`config.mk`:
```
export PLATFORM = sky130hd
export DESIGN_NAME = fnd_scan_driver
export DESIGN_NICKNAME = d
export VERILOG_FILES = /design/src/rtl/fnd_pkg.sv /design/src/rtl/fnd_seg_decoder.sv /design/src/rtl/fnd_scan_driver.sv
export SDC_FILE = /design/constraint.sdc
export NUM_CORES = 1
export LEC_CHECK = 0
export BUFFER_PORTS_ARGS = -buffer_cell sky130_fd_sc_hd__buf_2
export CAP_MARGIN = 20
export CORE_UTILIZATION = 40
export DETAILED_ROUTE_END_ITERATION = 7
export GPL_TIMING_DRIVEN = 0
export SLEW_MARGIN = 20
export SYNTH_ARGS = -nofsm -noshare
export SYNTH_HDL_FRONTEND = slang
export SYNTH_SLANG_ARGS = --single-unit
```
`constraint.sdc`:
```
create_clock -name i_clk -period 5.8 [get_ports i_clk]
set_input_delay 0.29 -clock i_clk [delete_from_list [all_inputs] [get_ports i_clk]]
set_output_delay 0.29 -clock i_clk [all_outputs]
set_load 0.005 [all_outputs]
```
`src/rtl/fnd_pkg.sv`:
```
// Shared types and constants for the seven-segment scan driver.
// Segment patterns are active-low {dp,g,f,e,d,c,b,a}.
package fnd_pkg;

    typedef enum logic {
        ST_BLANK = 1'b0,
        ST_SHOW  = 1'b1
    } scan_state_e;

    localparam logic [7:0] SEG_OFF = 8'hFF;

    // Hex glyphs 0-F (A, b, C, d, E, F), dp segment off.
    localparam logic [7:0] GLYPH [16] = '{
        8'hC0, 8'hF9, 8'hA4, 8'hB0, 8'h99, 8'h92, 8'h82, 8'hF8,
        8'h80, 8'h90, 8'h88, 8'h83, 8'hC6, 8'hA1, 8'h86, 8'h8E
    };

endpackage

```
`src/rtl/fnd_seg_decoder.sv`:
```
// Combinational nibble-to-segment decoder with decimal point and blanking.
// A blanked digit drives every segment off, dp included.
module fnd_seg_decoder
    import fnd_pkg::*;
(
    input  logic [3:0] value_i,
    input  logic       dp_i,
    input  logic       blank_i,
    output logic [7:0] seg_o
);

    // NOTE: every output of a combinational block gets a default first so no latch is inferred.
    always_comb begin
        seg_o = SEG_OFF;
        if (!blank_i) begin
            seg_o    = GLYPH[value_i];
            seg_o[7] = ~dp_i;
        end
    end

endmodule

```
`src/rtl/fnd_scan_driver.sv`:
```
// Time-multiplexed FND driver: slot counter, blank/show FSM, double-buffered
// digit data with leading-zero suppression, and registered pin outputs.
module fnd_scan_driver
    import fnd_pkg::*;
#(
    parameter  int DIGITS       = 8,
    parameter  int SCAN_DIV     = 100000,
    parameter  int BLANK_CYCLES = 1000,
    localparam int IDX_W        = (DIGITS > 1) ? $clog2(DIGITS) : 1
) (
    input  logic                  i_clk,
    input  logic                  i_reset_n,
    input  logic [4*DIGITS-1:0]   i_value,
    input  logic [DIGITS-1:0]     i_dp,
    input  logic                  i_lz_blank,
    input  logic                  i_load,
    output logic [DIGITS-1:0]     o_digit_sel,
    output logic [7:0]            o_seg,
    output logic [IDX_W-1:0]      o_digit_idx,
    output logic                  o_frame_done
);

    localparam int               CNT_W      = $clog2(SCAN_DIV);
    localparam logic [CNT_W-1:0] LAST_CNT   = CNT_W'(SCAN_DIV - 1);
    localparam logic [CNT_W-1:0] SHOW_START = CNT_W'(BLANK_CYCLES);
    localparam logic [IDX_W-1:0] LAST_IDX   = IDX_W'(DIGITS - 1);

    logic [CNT_W-1:0]    cnt_q, cnt_d;
    logic [IDX_W-1:0]    idx_q, idx_d;
    scan_state_e         state_q, state_d;
    logic                slot_end, wrap;

    logic [4*DIGITS-1:0] shadow_value_q, active_value_q;
    logic [DIGITS-1:0]   shadow_dp_q, active_dp_q;
    logic                shadow_lz_q, active_lz_q;
    logic                active_valid_q, pending_q;

    logic [DIGITS-1:0]   sel_q;
    logic [7:0]          seg_q;
    logic                frame_done_q;

    logic [DIGITS-1:0]   lead_zero;
    logic                zero_run;
    logic [7:0]          glyph;

    always_comb begin
        slot_end = (cnt_q == LAST_CNT);
        wrap     = slot_end && (idx_q == LAST_IDX);
        cnt_d    = slot_end ? '0 : cnt_q + 1'b1;
        idx_d    = idx_q;
        if (slot_end) begin
            idx_d = (idx_q == LAST_IDX) ? '0 : idx_q + 1'b1;
        end
        state_d  = (cnt_d < SHOW_START) ? ST_BLANK : ST_SHOW;
    end

    // Digit k is a leading zero when it and every more significant nibble are zero.
    always_comb begin
        lead_zero = '0;
        zero_run  = 1'b1;
        for (int k = DIGITS - 1; k > 0; k--) begin
            zero_run     = zero_run && (active_value_q[4*k +: 4] == 4'h0);
            lead_zero[k] = active_lz_q && zero_run;
        end
    end

    fnd_seg_decoder u_decoder (
        .value_i (active_value_q[{idx_q, 2'b00} +: 4]),
        .dp_i    (active_dp_q[idx_q]),
        .blank_i (!active_valid_q || lead_zero[idx_q]),
        .seg_o   (glyph)
    );

    // NOTE: sequential state always uses non-blocking assignments so all registers update together.
    always_ff @(posedge i_clk or negedge i_reset_n) begin
        if (!i_reset_n) begin
            cnt_q        <= '0;
            idx_q        <= '0;
            state_q      <= ST_BLANK;
            sel_q        <= '1;
            seg_q        <= SEG_OFF;
            frame_done_q <= 1'b0;
        end else begin
            cnt_q   <= cnt_d;
            idx_q   <= idx_d;
            state_q <= state_d;
            if (state_q == ST_SHOW) begin
                sel_q <= ~(DIGITS'(1) << idx_q);
                seg_q <= glyph;
            end else begin
                sel_q <= '1;
                seg_q <= SEG_OFF;
            end
            // Look ahead one cycle so the pulse lands on the wrap cycle itself.
            frame_done_q <= (cnt_d == LAST_CNT) && (idx_d == LAST_IDX);
        end
    end

    // A load coinciding with the wrap stays in the shadow until the next wrap.
    always_ff @(posedge i_clk or negedge i_reset_n) begin
        if (!i_reset_n) begin
            shadow_value_q <= '0;
            shadow_dp_q    <= '0;
            shadow_lz_q    <= 1'b0;
            active_value_q <= '0;
            active_dp_q    <= '0;
            active_lz_q    <= 1'b0;
            active_valid_q <= 1'b0;
            pending_q      <= 1'b0;
        end else begin
            if (wrap && pending_q) begin
                active_value_q <= shadow_value_q;
                active_dp_q    <= shadow_dp_q;
                active_lz_q    <= shadow_lz_q;
                active_valid_q <= 1'b1;
            end
            if (i_load) begin
                shadow_value_q <= i_value;
                shadow_dp_q    <= i_dp;
                shadow_lz_q    <= i_lz_blank;
                pending_q      <= 1'b1;
            end else if (wrap && pending_q) begin
                pending_q <= 1'b0;
            end
        end
    end

    assign o_digit_sel  = sel_q;
    assign o_seg        = seg_q;
    assign o_digit_idx  = idx_q;
    assign o_frame_done = frame_done_q;

endmodule

```
Yosys cells after proc, flatten, opt, wreduce, memory -nomap -nowiden
Memory sizes are Yosys's and may differ from the RTL's.
Cells that the tools add are included.
{ "word_totals": {"register_bits": 122, "mem_bits_ro": 128, "in_bits": 44, "out_inout_bits": 20, "elab_cells": 70, "n_memories": 1} }
{ "classes": {"addsub": 2, "magnitude_cmp": 3, "n_eq_ne": 4, "n_shift": 2, "muxes": 15, "n_bitwise": 3, "n_reduce_logical": 26} }
{ "memory_table": {"columns": ["name", "words", "width", "rd", "rd_ports_with_merged_regs", "write_ports", "line", "rtl"], "rows": [
  ["(name not given)", 16, 8, 1, 0, 0, "fnd_seg_decoder.sv:16", "seg_o = GLYPH[value_i];"]
]} }
{ "op_table": {"columns": ["cell", "n"], "rows": [
  ["$eq 17x17->1 const B", 2],
  ["$shiftx 32x6->4", 1],
  ["$logic_not 4->1", 7],
  ["$mux 8", 3],
  ["$add 17x1->17 const B", 1],
  ["$lt 17x10->1 const B", 1],
  ["$mux 17", 1],
  ["$logic_and 1x1->1", 16],
  ["$mux 7", 2],
  ["$not 8->8", 1],
  ["$shl 1x3->8 const A", 1],
  ["$bmux 1 s3", 2],
  ["$eq 3x3->1 const B", 2],
  ["$mux 3", 2],
  ["$ge 5x5->1 const B", 1],
  ["$mux 1", 5],
  ["$not 4->5", 1],
  ["$lt 3x4->1 const B", 1],
  ["$add 3x1->3 const B", 1],
  ["$reduce_bool 2->1", 1],
  ["$logic_not 1->1", 1],
  ["$logic_or 1x1->1", 1],
  ["$not 1->1", 1]
]} }

Logic depth before layout (Yosys ltp)
Gate-level depths: netlist of the first run.
{ "depth": {"word_depth": 13, "mapped_depth": 10, "mapped_depth_nobuf": 8} }

Modules after synthesis
A second synthesis of the first run with hierarchy kept.
{ "hier_totals": {"hier_cells": 425, "hier_area_um2": 5770.5} }
{ "by_module_without_submodules": {"columns": ["module", "instances", "cells_per_inst", "area_each_um2", "seq_area_each_um2"], "rows": [
  ["fnd_scan_driver", 1, 389, 5476.5, 3072.9],
  ["fnd_seg_decoder", 1, 36, 294.0, 0.0]
]} }

Least setup slack after synthesis of the first run
No wires, ideal clock.
{ "synth_timing": {"path_type": "reg-to-reg", "startpoint": "register idx_q[0] (netlist: o_digit_idx[0])", "endpoint": "register seg_q[3] (netlist: o_seg[3])", "setup_time_ps": 97, "arrival_time_ps": 2160, "t_required_ps": 5703, "slack_ps": 3543, "stages_incl_launch_ff": 9, "path_buffers": 2, "period_less_slack_ps": 2257, "cell_sequence": "dfrtp_1 -> buf_4 -> buf_6 -> mux4_2 -> mux2_2 -> ha_1 -> mux2_1 -> nor2_1 -> o21ai_1"} }
{ "synth_between": {"elab_chain_len": 7, "word_cells_on_any_way": 10, "cone_classes": "shift (1); mux (6); bitwise (1); reduce/logical (1); memory (1)"} }
{ "synth_lines": {"columns": ["item", "line", "rtl"], "rows": [
  ["start: declaration", "fnd_scan_driver.sv:29", "logic [IDX_W-1:0] idx_q, idx_d;"],
  ["start signal: assignment", "fnd_scan_driver.sv:85", "idx_q <= idx_d;"],
  ["$shiftx 32x6->4", "fnd_scan_driver.sv:68", ".value_i (active_value_q[{idx_q, 2'b00} +: 4]),"],
  ["$not 4->5 (implied by the code)", "fnd_seg_decoder.sv:16", null],
  ["$mem_v2 16x8", null, null],
  ["$mux 7 (implied by the code) (2 in a row)", "fnd_seg_decoder.sv:16", null],
  ["$mux 8 *", "fnd_seg_decoder.sv:15", "if (!blank_i) begin"],
  ["$mux 8 *", "fnd_scan_driver.sv:87", "if (state_q == ST_SHOW) begin"],
  ["end signal: assignment", "fnd_scan_driver.sv:89", "seg_q <= glyph;"],
  ["end: declaration", "fnd_scan_driver.sv:39", "logic [7:0] seg_q;"]
]} }
Every way passes the cells marked *; elsewhere a longest branch is shown, timed or not. The select of a mux whose other input is x is not followed.
A chain may end at the register's enable or synchronous reset.

Worst setup path after layout of the first run
{ "layout_timing": {"startpoint": "register idx_q[1] (netlist: o_digit_idx[1])", "endpoint": "register seg_q[3] (netlist: o_seg[3])"} }
The elaborated chain is that of the path after synthesis.

==> flow_metrics.env, run 1 <==
export IMPL_status="finished, final reports clean"
export IMPL_end_kind="flip-flop"
export IMPL_fin_skew_ps=6.26
export IMPL_cts_root_buf="clkbuf_16"
export IMPL_vias=3653
export IMPL_grt_first_pass_wirelength_um=19500
export IMPL_cts_tree="done"
export IMPL_synth_edff_count=0
export IMPL_die_h_um=123
export IMPL_layout_nets=567
export IMPL_synth_area_mm2=0.00582
export IMPL_drcViolationCount=0
export IMPL_cts_inserted_buffers=17
export IMPL_fin_ws_ps=3010
export IMPL_ys_dominant_reg_cell="dfrtp_1"
export IMPL_gp_congestion=0.790
export IMPL_hold_class="in2reg"
export IMPL_setup_viol=0
export IMPL_rsz0062_at_grt="no"
export IMPL_routed_wl_um=11700
export IMPL_ys_ff_latch=122
export IMPL_yosysWarningCount=0
export IMPL_finalMaxSlewViolations=0
export IMPL_grt_usage_pct=17.4
export IMPL_p_leak_nw=3.25
export IMPL_fmax_ghz=0.359
export IMPL_hpwlAfterDp_um=8450
export IMPL_syn_nets=484
export IMPL_antenna_cells=0
export IMPL_timing_reg2reg_setup_slack_ps=3010
export IMPL_vias_per_cell=5.20
export IMPL_synthCells=427
export IMPL_fin_crit_ps=2790
export IMPL_start_kind="flip-flop"
export IMPL_dr_pass1_iters=4
export IMPL_required_ps=6110
export IMPL_clk_pin_slew_worst_paths_ps=50
export IMPL_cts_buffer_depth=2
export IMPL_worst_path_max_fanout=10
export IMPL_drive_gt1_share_pct=43.5
export IMPL_instances_no_fill=702
export IMPL_grt_max_degree=64
export IMPL_asyncSetResetFlopFracSynth_pct=100
export IMPL_timing_hold_ws_ps=107
export IMPL_synth_cell_types=65
export IMPL_ys_seq_area_share_pct=52.8
export IMPL_antenna_found_initial=0
export IMPL_netlist_top_cells_area="dfrtp_1 46%, mux2_4 10%, mux2_2 8.7%, dfstp_2 7.2%, mux4_2 3.9%"
export IMPL_post_cts_resized=0
export IMPL_yosysTopAreaCellShare_pct=45.6
export IMPL_ir_drop_uv=188
export IMPL_worstPathArrival_ps=3100
export IMPL_h_tree_depth=4
export IMPL_cts_sinks=122
export IMPL_area_growth_pct=20.2
export IMPL_avgSynthCellArea_um2=13.6
export IMPL_grt_pass1_vias=3775
export IMPL_cap_violations=0
export IMPL_core_area_mm2=0.0140
export IMPL_ant_nets=0
export IMPL_yosys_area_top_type="dfrtp_1"
export IMPL_drt_iter0_drc=199
export IMPL_relSlewSlack_pct=54.8
export IMPL_dp_cells=670
export IMPL_fin_tns_setup_ps=0
export IMPL_start_util_pct=41.4
export IMPL_period_share_pct=48.1
export IMPL_die_x_um=123
export IMPL_crit_type="reg2reg"
export IMPL_ioPinCount=64
export IMPL_utilization_pct=49.8
export IMPL_wire_per_inst_um=16.7
export IMPL_worstMarginPinSlew_ps=679
export IMPL_dieArea_mm2=0.0150
export IMPL_dp_slack_ps=3070
export IMPL_rows=43
export IMPL_clkLatencyLatePin_ps=410
export IMPL_grt_ovfl_total=0
export IMPL_cellPowerDensity_mw_per_mm2=291
export IMPL_portBuffers=62
export IMPL_hold_viol=0
## through the flow
step,area (um2),power (mW)
finish,6990,2.03
global route,6990,2.10
CTS,6990,2.06
detailed placement,6380,0.987
global placement,6350,0.981
floorplan,5820,0.941
## power breakdown
part | internal [mW] | switching (mW) | leakage (nW)
combinational | 0.0394 | 0.0326 | 1.42
clock | 0.702 | 0.363 | 0.299
sequential | 0.882 | 0.0165 | 1.54
## critical path, stage by stage, from the launching register on
cell	delay, ps
dfrtp_1	590
clkbuf_1	540
mux4_2	330
nand2_1	70
nand2_1	250
inv_1	130
ha_1	280
mux2_1	310
nor2_1	110
o21ai_1	80
## cell usage after synthesis, drive strengths merged, types with 3 or more instances
cell and count:
mux4 10, mux2 85, o221ai 4, xnor2 9, nand2 30, dfrtp 106
nor3 8, ha 13, buf 14, o211ai 4, xor2 4, nor4 13
o21ai 6, nand2b 4, a21oi 3, and3 3, nor2 15, nand4 4
mux2i 6, nand3 14, clkbuf 9, dfstp 16, inv 10
## registers in the layout, summed over array words and instances, names as in the netlist
name            flops
active_lz_q         1
o_frame_done        1
shadow_lz_q         1
shadow_dp_q         8
active_value_q     32
o_digit_sel         8
o_digit_idx         3
state_q             1
cnt_q              17
active_dp_q         8
active_valid_q      1
pending_q           1
shadow_value_q     32
o_seg               8
## kinds of logic after synthesis
| family | Yosys count | synth area share (%) |
|---|---|---|
| XOR/XNOR | 13 | 1.96 |
| flip-flops | 122 | 52.8 |
| adder cells (fa/ha/maj) | 13 | 2.80 |
| AO/OA/AOI/OAI | 37 | 4.71 |
| AND/OR/NAND/NOR | 108 | 10.6 |
| multiplexers | 101 | 23.9 |
| buffers and inverters | 33 | 3.14 |
## routing by layer
metal  vias to the layer above  wire length, um  GRT usage, %
li1                       1726                -             -
met2                        83             5380          25.5
met1                      1829             5590          24.0
met4                         0              192          7.32
met5                         -                0             0
met3                        15              559          5.07
## cell type report
cell class                 count  area, um2
fill                        1219       7050
timing repair buffer          64        354
sequential                   122       3070
multi-input combinational    272       2560
tap                          180        225
buffer                        23        145
clock inverter                 9        120
inverter                      10       37.5
clock buffer                  22        474
## worst paths after layout
| check | startpoint | end | depth (start not counted) |
|---|---|---|---|
| max | o_digit_idx[1] | o_seg[3] | 9 |
| min | i_value[26] | shadow_value_q[26] | 2 |
| max reg2reg | o_digit_idx[1] | o_seg[3] | 9 |
| min reg2reg | active_valid_q | active_valid_q | 1 |
| max in group asynchronous | i_reset_n | o_seg[7] | 3 |
| min in group asynchronous | i_reset_n | cnt_q[15] | 2 |
## cell usage in the layout, fill, tap and decap left out, types with 5 or more instances in the layout
cell	count
dfstp_2	16
ha_1	13
xnor2_1	9
buf_6	6
clkbuf_1	11
nand2_1	29
clkinv_2	6
nor2_1	15
mux2i_1	5
dfrtp_1	106
clkbuf_16	17
nor3_1	8
mux4_2	10
mux2_4	39
buf_2	66
nor4_1	12
nand3_1	12
mux2_2	45
inv_1	9
## timing repair
item | CTS | global route
endpoints found under the hold margin | 59 | 0
setup endpoints to repair | 0 | 0
buffers inserted | 0 | 0
hold buffers | 1 | 0
Note: power is estimated with default switching activity, not from simulation.
==> inputs of run 2 (changes only) <==
==> constraint.sdc (replaced) <==
create_clock -name i_clk -period 2.75 [get_ports i_clk]
set_input_delay 0.1375 -clock i_clk [delete_from_list [all_inputs] [get_ports i_clk]]
set_output_delay 0.1375 -clock i_clk [all_outputs]
set_load 0.005 [all_outputs]
==> run 2 against run 1 <==
Net effect:
- cell count is 5.8% higher
- clock skew hardly changed
- largest power group unchanged
- critical path type unchanged
- largest cell class unchanged
- global-route usage rose by 0.48 points
- wire length is 3.1% higher
- hold slack gained 60 ps
- combinational power grew to 2.7 times the previous value
==> flow_metrics.env, run 2 (same netlist as run 1, synthesis figures left out) <==
export IMPL_start_kind="flip-flop"
export IMPL_drcViolationCount=0
export IMPL_worstPathArrival_ps=2850
export IMPL_ioPinCount=64
export IMPL_vias=3814
export IMPL_fin_ws_ps=204
export IMPL_crit_type="reg2reg"
export IMPL_status="finished, final reports clean"
export IMPL_period_share_pct=92.6
export IMPL_end_kind="flip-flop"
export IMPL_power_mw=4.34
export IMPL_relSlewSlack_pct=53.0
export IMPL_finalMaxSlewViolations=0
export IMPL_core_area_mm2=0.0140
export IMPL_grt_pass1_vias=3968
export IMPL_rsz0062_at_grt="no"
export IMPL_setup_viol=0
export IMPL_area_growth_pct=27.3
export IMPL_cts_root_buf="clkbuf_16"
export IMPL_ant_nets=0
export IMPL_dp_slack_ps=22.1
export IMPL_cts_sinks=122
export IMPL_cellPowerDensity_mw_per_mm2=586
export IMPL_dieArea_mm2=0.0150
export IMPL_instances_no_fill=743
export IMPL_gp_congestion=0.790
export IMPL_worstMarginPinSlew_ps=705
export IMPL_layout_nets=608
export IMPL_cts_tree="done"
export IMPL_hold_class="in2reg"
export IMPL_grt_first_pass_wirelength_um=20100
export IMPL_antenna_found_initial=0
export IMPL_cts_buffer_depth=2
export IMPL_reg_top3="active_value_q x32, shadow_value_q x32, cnt_q x17"
export IMPL_antenna_cells=0
export IMPL_hpwlAfterDp_um=8450
export IMPL_die_h_um=123
export IMPL_grt_ovfl_total=0
export IMPL_fin_skew_ps=5.83
export IMPL_hold_viol=0
export IMPL_p_leak_nw=3.43
export IMPL_drt_iter0_drc=220
export IMPL_dp_cells=670
export IMPL_die_x_um=123
export IMPL_grt_max_degree=64
export IMPL_clkLatencyLatePin_ps=420
export IMPL_ir_drop_uv=398
export IMPL_cap_violations=0
export IMPL_drive_gt1_share_pct=40.5
export IMPL_start_util_pct=41.4
export IMPL_routed_wl_um=12100
export IMPL_h_tree_depth=4
export IMPL_fin_tns_setup_ps=0
export IMPL_required_ps=3060
export IMPL_grt_usage_pct=17.9
export IMPL_wire_per_inst_um=16.3
export IMPL_cts_inserted_buffers=17
export IMPL_postCtsSetupBuffers=0
export IMPL_worst_path_max_fanout=10
export IMPL_vias_per_cell=5.13
export IMPL_clk_pin_slew_worst_paths_ps=50
export IMPL_utilization_pct=52.7
export IMPL_portBuffers=62
export IMPL_final_common_cell="dfrtp_1"
export IMPL_rows=43
export IMPL_fin_crit_ps=2550
export IMPL_fmax_ghz=0.393
export IMPL_final_cell_mix="106 x dfrtp_1, 66 x buf_2, 45 x mux2_2"
export IMPL_dr_pass1_iters=4
-- run 2: report_power, final --
part / total [mW] / internal, mW / switching, mW
registers: 1.89 / 1.86 / 0.0352
clock network: 2.25 / 1.48 / 0.767
logic: 0.197 / 0.121 / 0.0763
total: 4.34 / 3.46 / 0.879
-- run 2: metrics by stage --
step / area, um2 / hold slack (ps)
2_1_floorplan: 5820 / -158
3_3_place_gp: 6350 / 370
3_5_place_dp: 6380 / 146
4_1_cts: 7400 / 159
5_1_grt: 7400 / 199
6_report: 7400 / 167
-- run 2: worst max-delay path, cell delays in order (launching register included) --
cell,delay (ps)
dfrtp_1,590
clkbuf_2,370
mux4_2,380
mux2_2,340
ha_1,260
mux2_1,310
nor2_1,110
o21ai_1,80
-- run 2: what timing repair did --
item	in CTS	in global routing
resized for setup	0	3
hold buffers	42	0
endpoints found under the setup margin	0	7
endpoints found under the hold margin	100	0
-- run 2: worst paths after layout --
path | from | endpoint | slack [ps] | depth (start not counted)
max in group asynchronous | i_reset_n | o_seg[7] | 1770 | 3
worst max register to register | o_digit_idx[1] | o_seg[3] | 200 | 7
worst min register to register | active_valid_q | active_valid_q | 500 | 1
min in group asynchronous | i_reset_n | cnt_q[15] | 260 | 2
worst max-delay path | o_digit_idx[1] | o_seg[3] | 200 | 7
worst min-delay path | i_load | shadow_lz_q | 170 | 2
-- run 2: per-layer routing --
metal,global-route usage [%],share of wire [%],vias to the layer above
met1,24.4,47,1906
met5,0,0,-
met4,7.32,1.6,0
li1,-,-,1809
met2,26.8,47,82
met3,4.88,4.4,17
-- run 2: area by class of cell --
class / instances / area [um2]
flip-flops and latches: 122 / 3070
clock inverters: 9 / 120
plain buffers: 23 / 150
fillers: 1165 / 6640
clock buffers: 22 / 474
multi-input cells: 272 / 2560
repair buffers: 105 / 764
well taps: 180 / 225
inverters: 10 / 37.5
